File: config.mk
export PLATFORM = sky130hd
export DESIGN_NAME = receive_controller
export DESIGN_NICKNAME = d
export VERILOG_FILES = /design/src/rtl/uart_defs.sv /design/src/rtl/receive_fifo.sv /design/src/rtl/receive_controller.sv
export SDC_FILE = /design/constraint.sdc
export NUM_CORES = 1
export LEC_CHECK = 0
export BUFFER_PORTS_ARGS = -buffer_cell sky130_fd_sc_hd__clkbuf_2
export CORE_UTILIZATION = 50
export CTS_CLUSTER_DIAMETER = 80
export DETAILED_ROUTE_END_ITERATION = 10
export PLACE_DENSITY_LB_ADDON = 0.1
export SETUP_SLACK_MARGIN = 0.1
export SLEW_MARGIN = 20
export SYNTH_ARGS = -nofsm -noshare
export SYNTH_HDL_FRONTEND = slang
export SYNTH_SLANG_ARGS = --single-unit
File: constraint.sdc
create_clock -name OverSamplingClock -period 2.01 [get_ports OverSamplingClock]
set_clock_uncertainty 0.15 [all_clocks]
set_input_delay 0.402 -clock OverSamplingClock [delete_from_list [all_inputs] [get_ports OverSamplingClock]]
set_output_delay 0.402 -clock OverSamplingClock [all_outputs]
set_load 0.01 [all_outputs]
File: src/rtl/uart_defs.sv
// Shared UART definitions used by the receive controller and the Receiver.
// Holds the byte and error-code widths, the width of one stored receive
// entry, the receive FSM state encodings and a small helper that packs
// an error code and data byte into one FIFO entry.
package uart_defs;

    localparam int DataWidth  = 8;
    localparam int ErrorWidth = 3;
    localparam int EntryWidth = DataWidth + ErrorWidth;

    typedef enum logic [1:0] {
        RX_IDLE        = 2'd0,
        RX_CAPTURE     = 2'd1,
        RX_ACKNOWLEDGE = 2'd2
    } rx_state_e;

    // Entry layout is {error, data} so the error code sits in the top bits.
    function automatic logic [EntryWidth-1:0] pack_entry(
        input logic [ErrorWidth-1:0] err,
        input logic [DataWidth-1:0]  data
    );
        return {err, data};
    endfunction

endpackage

File: src/rtl/receive_fifo.sv
// Receive FIFO: show-ahead storage with read/write pointers and occupancy.
// Ports:
//   clk, rst_n  - clock and asynchronous active-low reset
//   wr_en       - write attempt (accepted when not full, or full with a pop)
//   wr_data     - entry to store
//   rd_req      - pop request (ignored while empty)
//   rd_data     - head entry, combinational
//   rd_valid    - FIFO non-empty
//   level       - occupancy 0..Depth
//   wr_drop     - the write attempt this cycle is refused (full, no pop)
module receive_fifo
    import uart_defs::*;
#(
    parameter int Depth = 4
) (
    input  logic                      clk,
    input  logic                      rst_n,
    input  logic                      wr_en,
    input  logic [EntryWidth-1:0]     wr_data,
    input  logic                      rd_req,
    output logic [EntryWidth-1:0]     rd_data,
    output logic                      rd_valid,
    output logic [$clog2(Depth):0]    level,
    output logic                      wr_drop
);

    localparam int PtrW = $clog2(Depth);
    localparam int LvlW = PtrW + 1;

    logic [EntryWidth-1:0] mem_q [Depth];
    logic [EntryWidth-1:0] mem_d [Depth];
    logic [PtrW-1:0]       wr_ptr_q, wr_ptr_d;
    logic [PtrW-1:0]       rd_ptr_q, rd_ptr_d;
    logic [LvlW-1:0]       level_q,  level_d;
    logic                  full_s, empty_s, push_s, pop_s;

    // Push/pop qualification; a full FIFO still accepts a write when a pop frees the slot.
    always_comb begin
        full_s  = (level_q == LvlW'(Depth));
        empty_s = (level_q == LvlW'(0));
        pop_s   = rd_req & ~empty_s;
        push_s  = wr_en & (~full_s | pop_s);
        wr_drop = wr_en & full_s & ~pop_s;
    end

    // Next pointers, level and storage; pointers wrap naturally at the power-of-two depth.
    always_comb begin
        mem_d    = mem_q;
        wr_ptr_d = wr_ptr_q;
        rd_ptr_d = rd_ptr_q;
        if (push_s) begin
            mem_d[wr_ptr_q] = wr_data;
            wr_ptr_d        = wr_ptr_q + PtrW'(1);
        end else begin
            wr_ptr_d = wr_ptr_q;
        end
        if (pop_s) begin
            rd_ptr_d = rd_ptr_q + PtrW'(1);
        end else begin
            rd_ptr_d = rd_ptr_q;
        end
        case ({push_s, pop_s})
            2'b10:   level_d = level_q + LvlW'(1);
            2'b01:   level_d = level_q - LvlW'(1);
            default: level_d = level_q;
        endcase
    end

    // Pointer and level registers; clearing them is what discards the contents on reset.
    always_ff @(posedge clk or negedge rst_n) begin
        if (!rst_n) begin
            wr_ptr_q <= '0;
            rd_ptr_q <= '0;
            level_q  <= '0;
        end else begin
            wr_ptr_q <= wr_ptr_d;
            rd_ptr_q <= rd_ptr_d;
            level_q  <= level_d;
        end
    end

    // Storage array; contents are only meaningful behind valid pointers, so no reset.
    always_ff @(posedge clk) begin
        mem_q <= mem_d;
    end

    // Show-ahead outputs driven from registered state.
    always_comb begin
        rd_data  = mem_q[rd_ptr_q];
        rd_valid = ~empty_s;
        level    = level_q;
    end

endmodule

File: src/rtl/receive_controller.sv
// Receive controller: handshakes bytes from the UART Receiver into a receive
// FIFO and exposes them to the host with status and an interrupt.
// Ports:
//   OverSamplingClock, Reset           - clock, asynchronous active-low reset
//   RxData, RxError, RxInterrupt       - byte, error code and byte-ready from Receiver
//   RxAcknowledge                      - handshake back to the Receiver
//   ReadRequest, ReadData, ReadError   - host pop strobe and show-ahead head entry
//   ReadValid, Level                   - FIFO non-empty and occupancy
//   OverrunFlag, ErrorCount            - sticky drop flag, saturating error counter
//   StatusClear                        - clears OverrunFlag and ErrorCount
//   HostIrq                            - ReadValid OR OverrunFlag
module receive_controller
    import uart_defs::*;
#(
    parameter int FifoDepth       = 4,
    parameter int ErrorCountWidth = 8
) (
    input  logic                          OverSamplingClock,
    input  logic                          Reset,
    input  logic [DataWidth-1:0]          RxData,
    input  logic [ErrorWidth-1:0]         RxError,
    input  logic                          RxInterrupt,
    output logic                          RxAcknowledge,
    input  logic                          ReadRequest,
    output logic [DataWidth-1:0]          ReadData,
    output logic [ErrorWidth-1:0]         ReadError,
    output logic                          ReadValid,
    output logic [$clog2(FifoDepth):0]    Level,
    output logic                          OverrunFlag,
    output logic [ErrorCountWidth-1:0]    ErrorCount,
    input  logic                          StatusClear,
    output logic                          HostIrq
);

    rx_state_e                   state_q, state_d;
    logic                        ack_q, ack_d;
    logic                        overrun_q, overrun_d;
    logic [ErrorCountWidth-1:0]  err_cnt_q, err_cnt_d;
    logic                        wr_en_s, wr_drop_s;
    logic [EntryWidth-1:0]       head_s;

    receive_fifo #(.Depth(FifoDepth)) u_fifo (
        .clk      (OverSamplingClock),
        .rst_n    (Reset),
        .wr_en    (wr_en_s),
        .wr_data  (pack_entry(RxError, RxData)),
        .rd_req   (ReadRequest),
        .rd_data  (head_s),
        .rd_valid (ReadValid),
        .level    (Level),
        .wr_drop  (wr_drop_s)
    );

    // Handshake FSM: one FIFO write per RxInterrupt high period, taken in Capture.
    always_comb begin
        state_d = state_q;
        ack_d   = ack_q;
        wr_en_s = 1'b0;
        case (state_q)
            RX_IDLE: begin
                if (RxInterrupt) begin
                    state_d = RX_CAPTURE;
                end else begin
                    state_d = RX_IDLE;
                end
            end
            RX_CAPTURE: begin
                wr_en_s = 1'b1;
                ack_d   = 1'b1;
                state_d = RX_ACKNOWLEDGE;
            end
            RX_ACKNOWLEDGE: begin
                if (!RxInterrupt) begin
                    ack_d   = 1'b0;
                    state_d = RX_IDLE;
                end else begin
                    ack_d   = 1'b1;
                    state_d = RX_ACKNOWLEDGE;
                end
            end
            default: begin
                ack_d   = 1'b0;
                state_d = RX_IDLE;
            end
        endcase
    end

    // Status: StatusClear dominates a same-cycle overrun or error increment.
    always_comb begin
        overrun_d = overrun_q;
        err_cnt_d = err_cnt_q;
        if (StatusClear) begin
            overrun_d = 1'b0;
            err_cnt_d = '0;
        end else begin
            overrun_d = overrun_q | wr_drop_s;
            // Counted on capture even if the byte is then dropped; saturates at all-ones.
            if (wr_en_s && (RxError != ErrorWidth'(0)) &&
                (err_cnt_q != {ErrorCountWidth{1'b1}})) begin
                err_cnt_d = err_cnt_q + ErrorCountWidth'(1);
            end else begin
                err_cnt_d = err_cnt_q;
            end
        end
    end

    // Controller state, handshake and status registers.
    always_ff @(posedge OverSamplingClock or negedge Reset) begin
        if (!Reset) begin
            state_q   <= RX_IDLE;
            ack_q     <= 1'b0;
            overrun_q <= 1'b0;
            err_cnt_q <= '0;
        end else begin
            state_q   <= state_d;
            ack_q     <= ack_d;
            overrun_q <= overrun_d;
            err_cnt_q <= err_cnt_d;
        end
    end

    // Output mapping; HostIrq is combinational from registered flags.
    always_comb begin
        RxAcknowledge = ack_q;
        ReadData      = head_s[DataWidth-1:0];
        ReadError     = head_s[EntryWidth-1:DataWidth];
        OverrunFlag   = overrun_q;
        ErrorCount    = err_cnt_q;
        HostIrq       = ReadValid | overrun_q;
    end

endmodule

==> run summary <==
Critical path peak fanout: 2
Highest Clock Rate: 0.467 GHz
Hold Slack: 0.130 ns
Period utilisation layout: 107%
Drt wl/cell: 15.8 um
Design Area, Final: 3330 um^2
Die X-Extent: 75.5 um
Gpl congestion: 0.701
Pre-CTS WS: -0.193 ns
Ratio of cells with drive above 1 in the final layout: 41.9%
CTS sink count: 63
Vias per cell: 5.29
# DRC: 0
Worst-path clk slew: 0.06 ns
WS Path Type: reg2reg
Cell taking the most area after synthesis: edfxtp_1
Area added between synthesis and finish: 23.2%
DR pass1 iterations: 4
Synth top area share: 48.9%
DR vias: 1,607
CTS root buf: clkbuf_8
Global-route wire length before repair: 7450 um
Most common cell after layout, fill and taps aside: edfxtp_1
Worst Hold Class: in2reg
M1 GR Usage: 24.6%
Core Region: 5170 um^2
Height of the die: 75.5 um
Antenna violations before repair: 0
H-tree Lvls: 3
Normalized max-slew margin: 64.8%
Failing checks: setup timing
Met3 Use GR: 4.63%
Final Setup Violations: 14
DP HPWL: 3250 um
Synth async-reset ratio: 30.2%
Worst-Margin Slew: 0.528 ns
Min cycle time layout: 2.14 ns
Initial Util: 52.3%
Slew Limit Fails: 0
Most used DFF post-synth: edfxtp_1
Fin util: 64.4%
Max-cap violations: 0
RSZ-0062 raised after global routing: true
Global routing's busiest layer: met2
Yosys cell types: 39
Status: finished, violations left
Flops & latches, synth: 63
Synthesized area per cell: 16.4 um^2
Leakage: 1.33 nW
NumNets Final: 255
Crit. End Element: flip-flop
Arrival time at the worst endpoint: 2.25 ns
All-Layer GR Usage: 19.4%
Power Dens Cells: 1330 nW/um^2
Maximum vdd drop: 0.000883 V
Yosys warns: 0
Io pins: 42
Grt ovf: 0
Clk buf depth: 2
Most frequent cells in the layout: edfxtp_1, clkbuf_2, dfrtp_1, buf_4, mux4_2
Filler cells: 378
Post-synthesis cell area: 2700 um^2
Finished Layout Cells: 304
# diodes: 0
Worst EP required: 2.11 ns
Port bufs: 41
# rows: 26
Seq/Total Area, Yosys: 66.5%
DP Area: 3060 um^2
CP startpoint kind: flip-flop
Placed insts: 282
Routed Antenna Nets: 0
Syn nets: 191
Largest net degree at the start of global routing: 20
TritonCTS Buffers: 9
Worst skew pair latency: 0.33 ns
CTS tree: yes
Number of global-route vias before repair: 1,560
Drt total wl: 4790 um
Mapped Cells: 165
Final hold violation count: 0
GR met2 Demand/Resource: 29.8%
Full die area: 5710 um^2
Number of synthesized flops with an enable pin: 44
Drt initial violations: 128
Final setup margin: -0.133 ns
Synth area leaders: edfxtp_1, dfrtp_1, mux4_2
cell families (layout without fill, tap and decap cells):
logic type	count (synthesis)	after routing	synth area share (%)
compound gates	20	20	5.51
xor+xnor	6	6	1.94
fa+ha+maj	10	10	4.91
buf+inv	15	84	2.45
flops	63	63	66.5
mux	15	15	10.9
simple gates	36	36	7.82
where the power goes:
part	internal (mW)	switching (mW)
registers	1.64	0.157
logic	0.776	0.710
clock network	0.695	0.450
stage by stage:
step	total power, mW	TNS [ns]
floorplan	2.74	-0.0513
global placement	3.17	-0.0766
detailed placement	3.25	-0.266
CTS	4.46	-1.59
global route	4.70	-2.19
finish	4.43	-1.04
metal layers:
| layer | up-vias | routed length [um] |
|---|---|---|
| li1 | 757 | - |
| met1 | 792 | 2090 |
| met2 | 47 | 2370 |
| met3 | 11 | 198 |
| met4 | 0 | 125 |
| met5 | - | 0 |
sequential cells by signal, summed over array words and instances (netlist names):
register and flops:
RxAcknowledge 1, state_q 2, ErrorCount 8, OverrunFlag 1
u_fifo.level 3, u_fifo.mem_q 44, u_fifo.wr_ptr_q 2, u_fifo.rd_ptr_q 2
critical path, cell delays in order, from the launching register on:
cell	delay [ns]
dfrtp_1	0.39
buf_6	0.13
nor4b_4	0.29
nor2b_2	0.07
inv_1	0.07
ha_2	0.18
inv_2	0.04
fa_2	0.33
xor2_1	0.14
nor2_1	0.11
xor2_1	0.15
cell usage after synthesis, types with 3 or more instances:
cell type  instances
edfxtp_1          44
a41oi_1            3
xor2_1             3
xnor2_1            3
and2_2             4
a21oi_1            5
dfrtp_1           19
nor2_1             5
inv_1             11
mux4_2            11
a211oi_1           3
nand3_1            3
ha_1               9
nand2_1            7
and3_1             4
worst paths after layout:
| check | cells after the start | start | to | slack, ns |
|---|---|---|---|---|
| worst max-delay path | 10 | u_fifo.level[1] | u_fifo.level[2] | -0.13 |
| worst min-delay path | 1 | RxData[2] | u_fifo.mem_q[2] | 0.13 |
| worst max register to register | 10 | u_fifo.level[1] | u_fifo.level[2] | -0.13 |
| worst min register to register | 2 | RxAcknowledge | RxAcknowledge | 0.35 |
| max in group asynchronous | 2 | Reset | u_fifo.level[0] | 0.94 |
| min in group asynchronous | 2 | Reset | ErrorCount[7] | 0.41 |
layout make-up:
cell class                      instances  area (um^2)  area share (%)
Tap cell                               70         87.6            2.63
Clock buffer                           12          135            4.06
Clock inverter                          4         70.1            2.10
Timing Repair Buffer                   57          335            10.1
Inverter                               11         41.3            1.24
Sequential cell                        63         1800            54.0
Multi-Input combinational cell         87          865            25.9
timing repair:
action | in CTS | in global routing
hold endpoints to repair | 19 | 0
gates resized for setup | 3 | 3
setup endpoints to repair | 15 | 16
setup buffers | 4 | 1
hold buffers | 1 | 0
pin swaps | 2 | 0
(Power assumes the default switching activity.)
